--- config.mk ---
export PLATFORM = sky130hd
export DESIGN_NAME = reg_scoreboard
export DESIGN_NICKNAME = d
export VERILOG_FILES = /design/src/rtl/reg_scoreboard.sv
export SDC_FILE = /design/constraint.sdc
export NUM_CORES = 2
export LEC_CHECK = 0
export CAP_MARGIN = 0
export CORE_MARGIN = 2
export CORE_UTILIZATION = 30
export DETAILED_ROUTE_END_ITERATION = 12
export PLACE_DENSITY = 0.56
export SLEW_MARGIN = 20
export SYNTH_ARGS = -nofsm -noshare
export SYNTH_HDL_FRONTEND = slang
export SYNTH_SLANG_ARGS = --single-unit
--- constraint.sdc ---
create_clock -name clk -period 3.8 [get_ports clk]
set_input_delay 0.76 -clock clk [delete_from_list [all_inputs] [get_ports clk]]
set_output_delay 0.76 -clock clk [all_outputs]
set_load 0.03 [all_outputs]
--- src/rtl/reg_scoreboard.sv ---
// reg_scoreboard: ID-stage register file with a pending-write scoreboard.
// One saturating outstanding-write counter per register drives modi1/modi2;
// register 0 is hardwired to zero and is never pending.
// Optional feature: define SCOREBOARD_WB_BYPASS_EN to forward writeback data
// (and clear the pending flag on the last outstanding write) in the same cycle.
module reg_scoreboard #(
    parameter int DATA_WIDTH = 32,
    parameter int ADDR_WIDTH = 5,
    parameter int CNT_WIDTH  = 2
) (
    input  logic                  clk,
    input  logic                  rst,
    input  logic [ADDR_WIDTH-1:0] rs1_addr,
    input  logic [ADDR_WIDTH-1:0] rs2_addr,
    output logic [DATA_WIDTH-1:0] src1,
    output logic [DATA_WIDTH-1:0] src2,
    output logic                  modi1,
    output logic                  modi2,
    input  logic                  issue_valid,
    input  logic [ADDR_WIDTH-1:0] issue_rd,
    input  logic                  issue_stall,
    output logic                  issue_ready,
    input  logic                  wb_valid,
    input  logic [ADDR_WIDTH-1:0] wb_rd,
    input  logic [DATA_WIDTH-1:0] wb_data,
    input  logic                  flush,
    output logic                  err_underflow
);

    localparam int unsigned NREG = 2 ** ADDR_WIDTH;
    localparam logic [CNT_WIDTH-1:0] CNT_MAX = '1;

    logic [DATA_WIDTH-1:0] regs_q [NREG];
    logic [CNT_WIDTH-1:0]  cnt_q  [NREG];
    logic [CNT_WIDTH-1:0]  cnt_d  [NREG];
    logic                  err_q, err_d;

    logic accept;
    logic wb_en;
    logic same_rd;

    // Issue/writeback qualification; register 0 is excluded from both
    always_comb begin
        issue_ready = (cnt_q[issue_rd] != CNT_MAX);
        accept      = issue_valid && !issue_stall && issue_ready && (issue_rd != '0);
        wb_en       = wb_valid && (wb_rd != '0);
        same_rd     = accept && wb_en && (issue_rd == wb_rd);
    end

    // Next counter state: flush clears everything, an issue and writeback to the same register cancel
    always_comb begin
        cnt_d = cnt_q;
        err_d = err_q | (wb_en && (cnt_q[wb_rd] == '0));
        if (flush) begin
            for (int unsigned i = 0; i < NREG; i++) begin
                cnt_d[i] = '0;
            end
        end else if (!same_rd) begin
            if (accept) begin
                cnt_d[issue_rd] = cnt_q[issue_rd] + 1'b1;
            end
            if (wb_en && (cnt_q[wb_rd] != '0)) begin
                cnt_d[wb_rd] = cnt_q[wb_rd] - 1'b1;
            end
        end
    end

    // Counter and sticky underflow state
    always_ff @(posedge clk or negedge rst) begin
        if (!rst) begin
            for (int unsigned i = 0; i < NREG; i++) begin
                cnt_q[i] <= '0;
            end
            err_q <= 1'b0;
        end else begin
            cnt_q <= cnt_d;
            err_q <= err_d;
        end
    end

    // Register data; writes land even in a flush cycle
    always_ff @(posedge clk or negedge rst) begin
        if (!rst) begin
            for (int unsigned i = 0; i < NREG; i++) begin
                regs_q[i] <= '0;
            end
        end else if (wb_en) begin
            regs_q[wb_rd] <= wb_data;
        end
    end

`ifdef SCOREBOARD_WB_BYPASS_EN
    logic byp1, byp2;
    logic last1, last2;

    // Read ports with same-cycle writeback forwarding
    always_comb begin
        byp1  = wb_en && (wb_rd == rs1_addr);
        byp2  = wb_en && (wb_rd == rs2_addr);
        // The flag only drops early when this writeback retires the last pending write
        last1 = byp1 && (cnt_q[rs1_addr] == 1) && !(accept && (issue_rd == rs1_addr));
        last2 = byp2 && (cnt_q[rs2_addr] == 1) && !(accept && (issue_rd == rs2_addr));
        src1  = (rs1_addr == '0) ? '0 : (byp1 ? wb_data : regs_q[rs1_addr]);
        src2  = (rs2_addr == '0) ? '0 : (byp2 ? wb_data : regs_q[rs2_addr]);
        modi1 = (cnt_q[rs1_addr] != '0) && !last1;
        modi2 = (cnt_q[rs2_addr] != '0) && !last2;
    end
`else
    // Read ports straight from registered state
    always_comb begin
        src1  = (rs1_addr == '0) ? '0 : regs_q[rs1_addr];
        src2  = (rs2_addr == '0) ? '0 : regs_q[rs2_addr];
        modi1 = (cnt_q[rs1_addr] != '0);
        modi2 = (cnt_q[rs2_addr] != '0);
    end
`endif

    assign err_underflow = err_q;

endmodule

==> reports/metrics.yaml <==
die_w_um: 451
die_area_sq_um: 204000
ant_nets: 0
globalplace.congestion: 0.867
whs_ns: 0.394
cp.required_ns: 3.04
top_usage_layer: "met2"
power_per_cell_area_nw_per_um2: 494
rsz0062_at_grt: "no"
rows: 164
synth-simple-area-share: 0.0253
synth_mux_area_frac: 0.448
clock_path_buffers: 3
area_growth_pct: 19.9
cts-root-buf: "clkbuf_16"
grtUsageMet3: 0.0281
start_util: 0.301
syn_avg_cell_area_sq_um: 15.1
final-setup-viol-count: 0
grt_max_degree: 114
cap_violations: 0
slew_headroom: 0.260
hp-start: "regs_q[1010]$_DFFE_PN0P_"
cp.arrival_ns: 3.00
fin_crit_ns: 3.76
slew_violations: 0
drt-total-wl_um: 195000
synth_xor_xnor_area_share: 0.000584
drive_above_1_share: 0.406
firstDrtPassIters: 5
ys_top_cells_by_area: "dfrtp_1, mux4_2, mux2_1"
ys_warn_count: 0
cp-start-kind: "input pin"
irDropWorstVdd_v: 0.000373
crit_fanout: 41
synth_top_cell_by_area: "dfrtp_1"
clk_pin_slew_worst_paths_ns: 0.06
yosysTopAreaCellShare: 0.454
hpwl_um: 121000
ys_types: 53
hold_violations: 0
grt_antenna_before_repair: 7
syn-num-nets: 4030
synthesis.area_sq_um: 60000
synth_top_family_by_area: "multiplexers"
use_met1: 0.262
fin_nets: 4244
crit_start: "rs1_addr[1]"
synthCells: 3970
status: "completed"
tightest_slew_ns: 1.11
wl_per_cell_um: 28.1
regArea_sq_um: 27300
hp-class: "flop to flop"
fmax_mhz: 266
period_share: 0.989
async_flop_share: 1.00
io_pins: 126
synth_compound_area_frac: 0.0343
multi_input_area_sq_um: 30900
numPortBuffers: 125
ys_ff_latch: 1089
cts_buffers: 120
nFillCells: 18700
grt-ovfl-total: 0
leakage_uw: 0.0304
drc: 0
ys_seq_area_frac: 0.454
met2_usage: 0.309
yosys_most_used_dff: "dfrtp_1"
grt_pass1_wl_um: 288000
synthAdderAreaFrac: 0.000417
clock_skew_ns: 0.0719
postLayoutCoreUtil: 0.361
clock_sinks: 1089
grt_util_all_layers: 0.191
cts_max_level: 3
die_y_um: 451
grt_pass1_vias: 40600
drt-initial-drc-count: 2791
design.core.area_sq_um: 199000
crit_type: "input pin to primary output"
timing.rr.start: "cnt_q[31]$_DFFE_PN0P_"
cts_tree: "yes"
synth_edf_count: 0
vias: 38600
insertion_delay_ns: 0.78
critPathCaptureType: "primary output"
via_per_inst: 5.56
[final timing paths]
kind	end	slack, ns	cells after the start
max reg2reg	cnt_q[8]$_DFFE_PN0P_	0.31	10
min in group asynchronous	regs_q[837]$_DFFE_PN0P_	0.63	2
max	src1[20]	0.04	8
min reg2reg	regs_q[1010]$_DFFE_PN0P_	0.39	0
max in group asynchronous	regs_q[814]$_DFFE_PN0P_	2.05	3
min	regs_q[1010]$_DFFE_PN0P_	0.39	0
[layer usage]
metal | share of wire | routed length, um
met1 | 0.44 | 84900
met2 | 0.48 | 92800
met3 | 0.053 | 10400
met4 | 0.035 | 6910
met5 | 0.00028 | 55
[through the flow]
step / worst slack [ns] / power [uW] / cells / setup TNS (ns) / area, sq um
after global placement: -0.686 / 22600 / 6703 / -35.33 / 67400
after CTS: 0.00756 / 35900 / 6940 / 0 / 72000
after detailed placement: -0.707 / 22900 / 6703 / -39.24 / 67400
after floorplan: 0.00689 / 20100 / 3970 / 0 / 60200
final: 0.0428 / 35500 / 6946 / 0 / 72000
after global routing: 0.0224 / 37100 / 6943 / 0 / 72000
[Yosys cell counts (all sizes together), types with 6 or more instances]
master  number
o21ai      104
a2111o      30
inv         64
o41ai       31
a221oi      26
a21oi       33
nor2b        9
or2          8
nor2       185
mux2       995
clkbuf     244
buf        215
dfrtp     1089
a22o        26
mux4       671
a211oi      21
mux2i       58
o31ai        6
nand2b      12
nor3        25
nand2       64
o22ai        6
[layout by cell type (no fill, tap or decap), types with 18 or more instances in the layout]
cell	n
a221oi_1	26
clkbuf_16	122
nand2_1	53
nor2_1	148
buf_4	366
mux4_2	671
dfrtp_1	1084
o41ai_1	30
nor2_4	27
clkinv_2	18
clkdlybuf4s50_1	41
a2111o_1	30
inv_1	63
bufinv_16	21
mux2_1	705
mux2i_1	55
mux2_2	289
a21oi_1	32
a211oi_1	21
o21ai_1	35
nor3_1	24
buf_12	123
o21ai_0	69
a22o_1	26
clkbuf_1	24
[area by class of cell]
cell class                      instances  area share
Multi-Input combinational cell       2359       0.430
Sequential cell                      1089       0.379
Timing Repair Buffer                  550      0.0815
Clock buffer                          161      0.0465
Tap cell                             2656      0.0462
Clock inverter                         63      0.0137
Inverter                               64     0.00334
Antenna cell                            4    0.000139
[flip-flops by register name (all words and copies together), names as in the netlist]
signal,count
regs_q,1024
cnt_q,64
err_underflow,1
[power by group]
group | leakage, uW | internal [uW] | total (uW) | switching, uW
Sequential | 0.0140 | 13700 | 15100 | 1460
Clock | 0.00209 | 7640 | 12800 | 5200
Combinational | 0.0143 | 4400 | 7560 | 3160
Total | 0.0304 | 25700 | 35500 | 9820
[worst max-delay path, cell delays in order]
cell and delay (ns):
buf_8 0.39, buf_12 0.27, mux4_2 0.32, mux4_2 0.49, mux2i_1 0.25, buf_4 0.18, nor2_1 0.04, buf_4 0.17
[repair_timing]
action,in CTS,in global routing
endpoints found under the setup margin,3,3
setup buffers,11,0
gates cloned,1,2
hold endpoints to repair,7,0
gates resized for setup,17,9
pin swaps,0,2
hold buffers,1,0
[kinds of logic (layout without fill, tap and decap cells)]
kind of cell | after synthesis | count (layout)
multiplexers | 1724 | 1724
flip-flops | 1089 | 1089
buffers and inverters | 523 | 838
AND/OR/NAND/NOR | 337 | 337
AO/OA/AOI/OAI | 291 | 292
XOR/XNOR | 4 | 4
adder cells (fa/ha/maj) | 2 | 2
other | 0 | 4
Note: power is estimated with default switching activity, not from simulation.
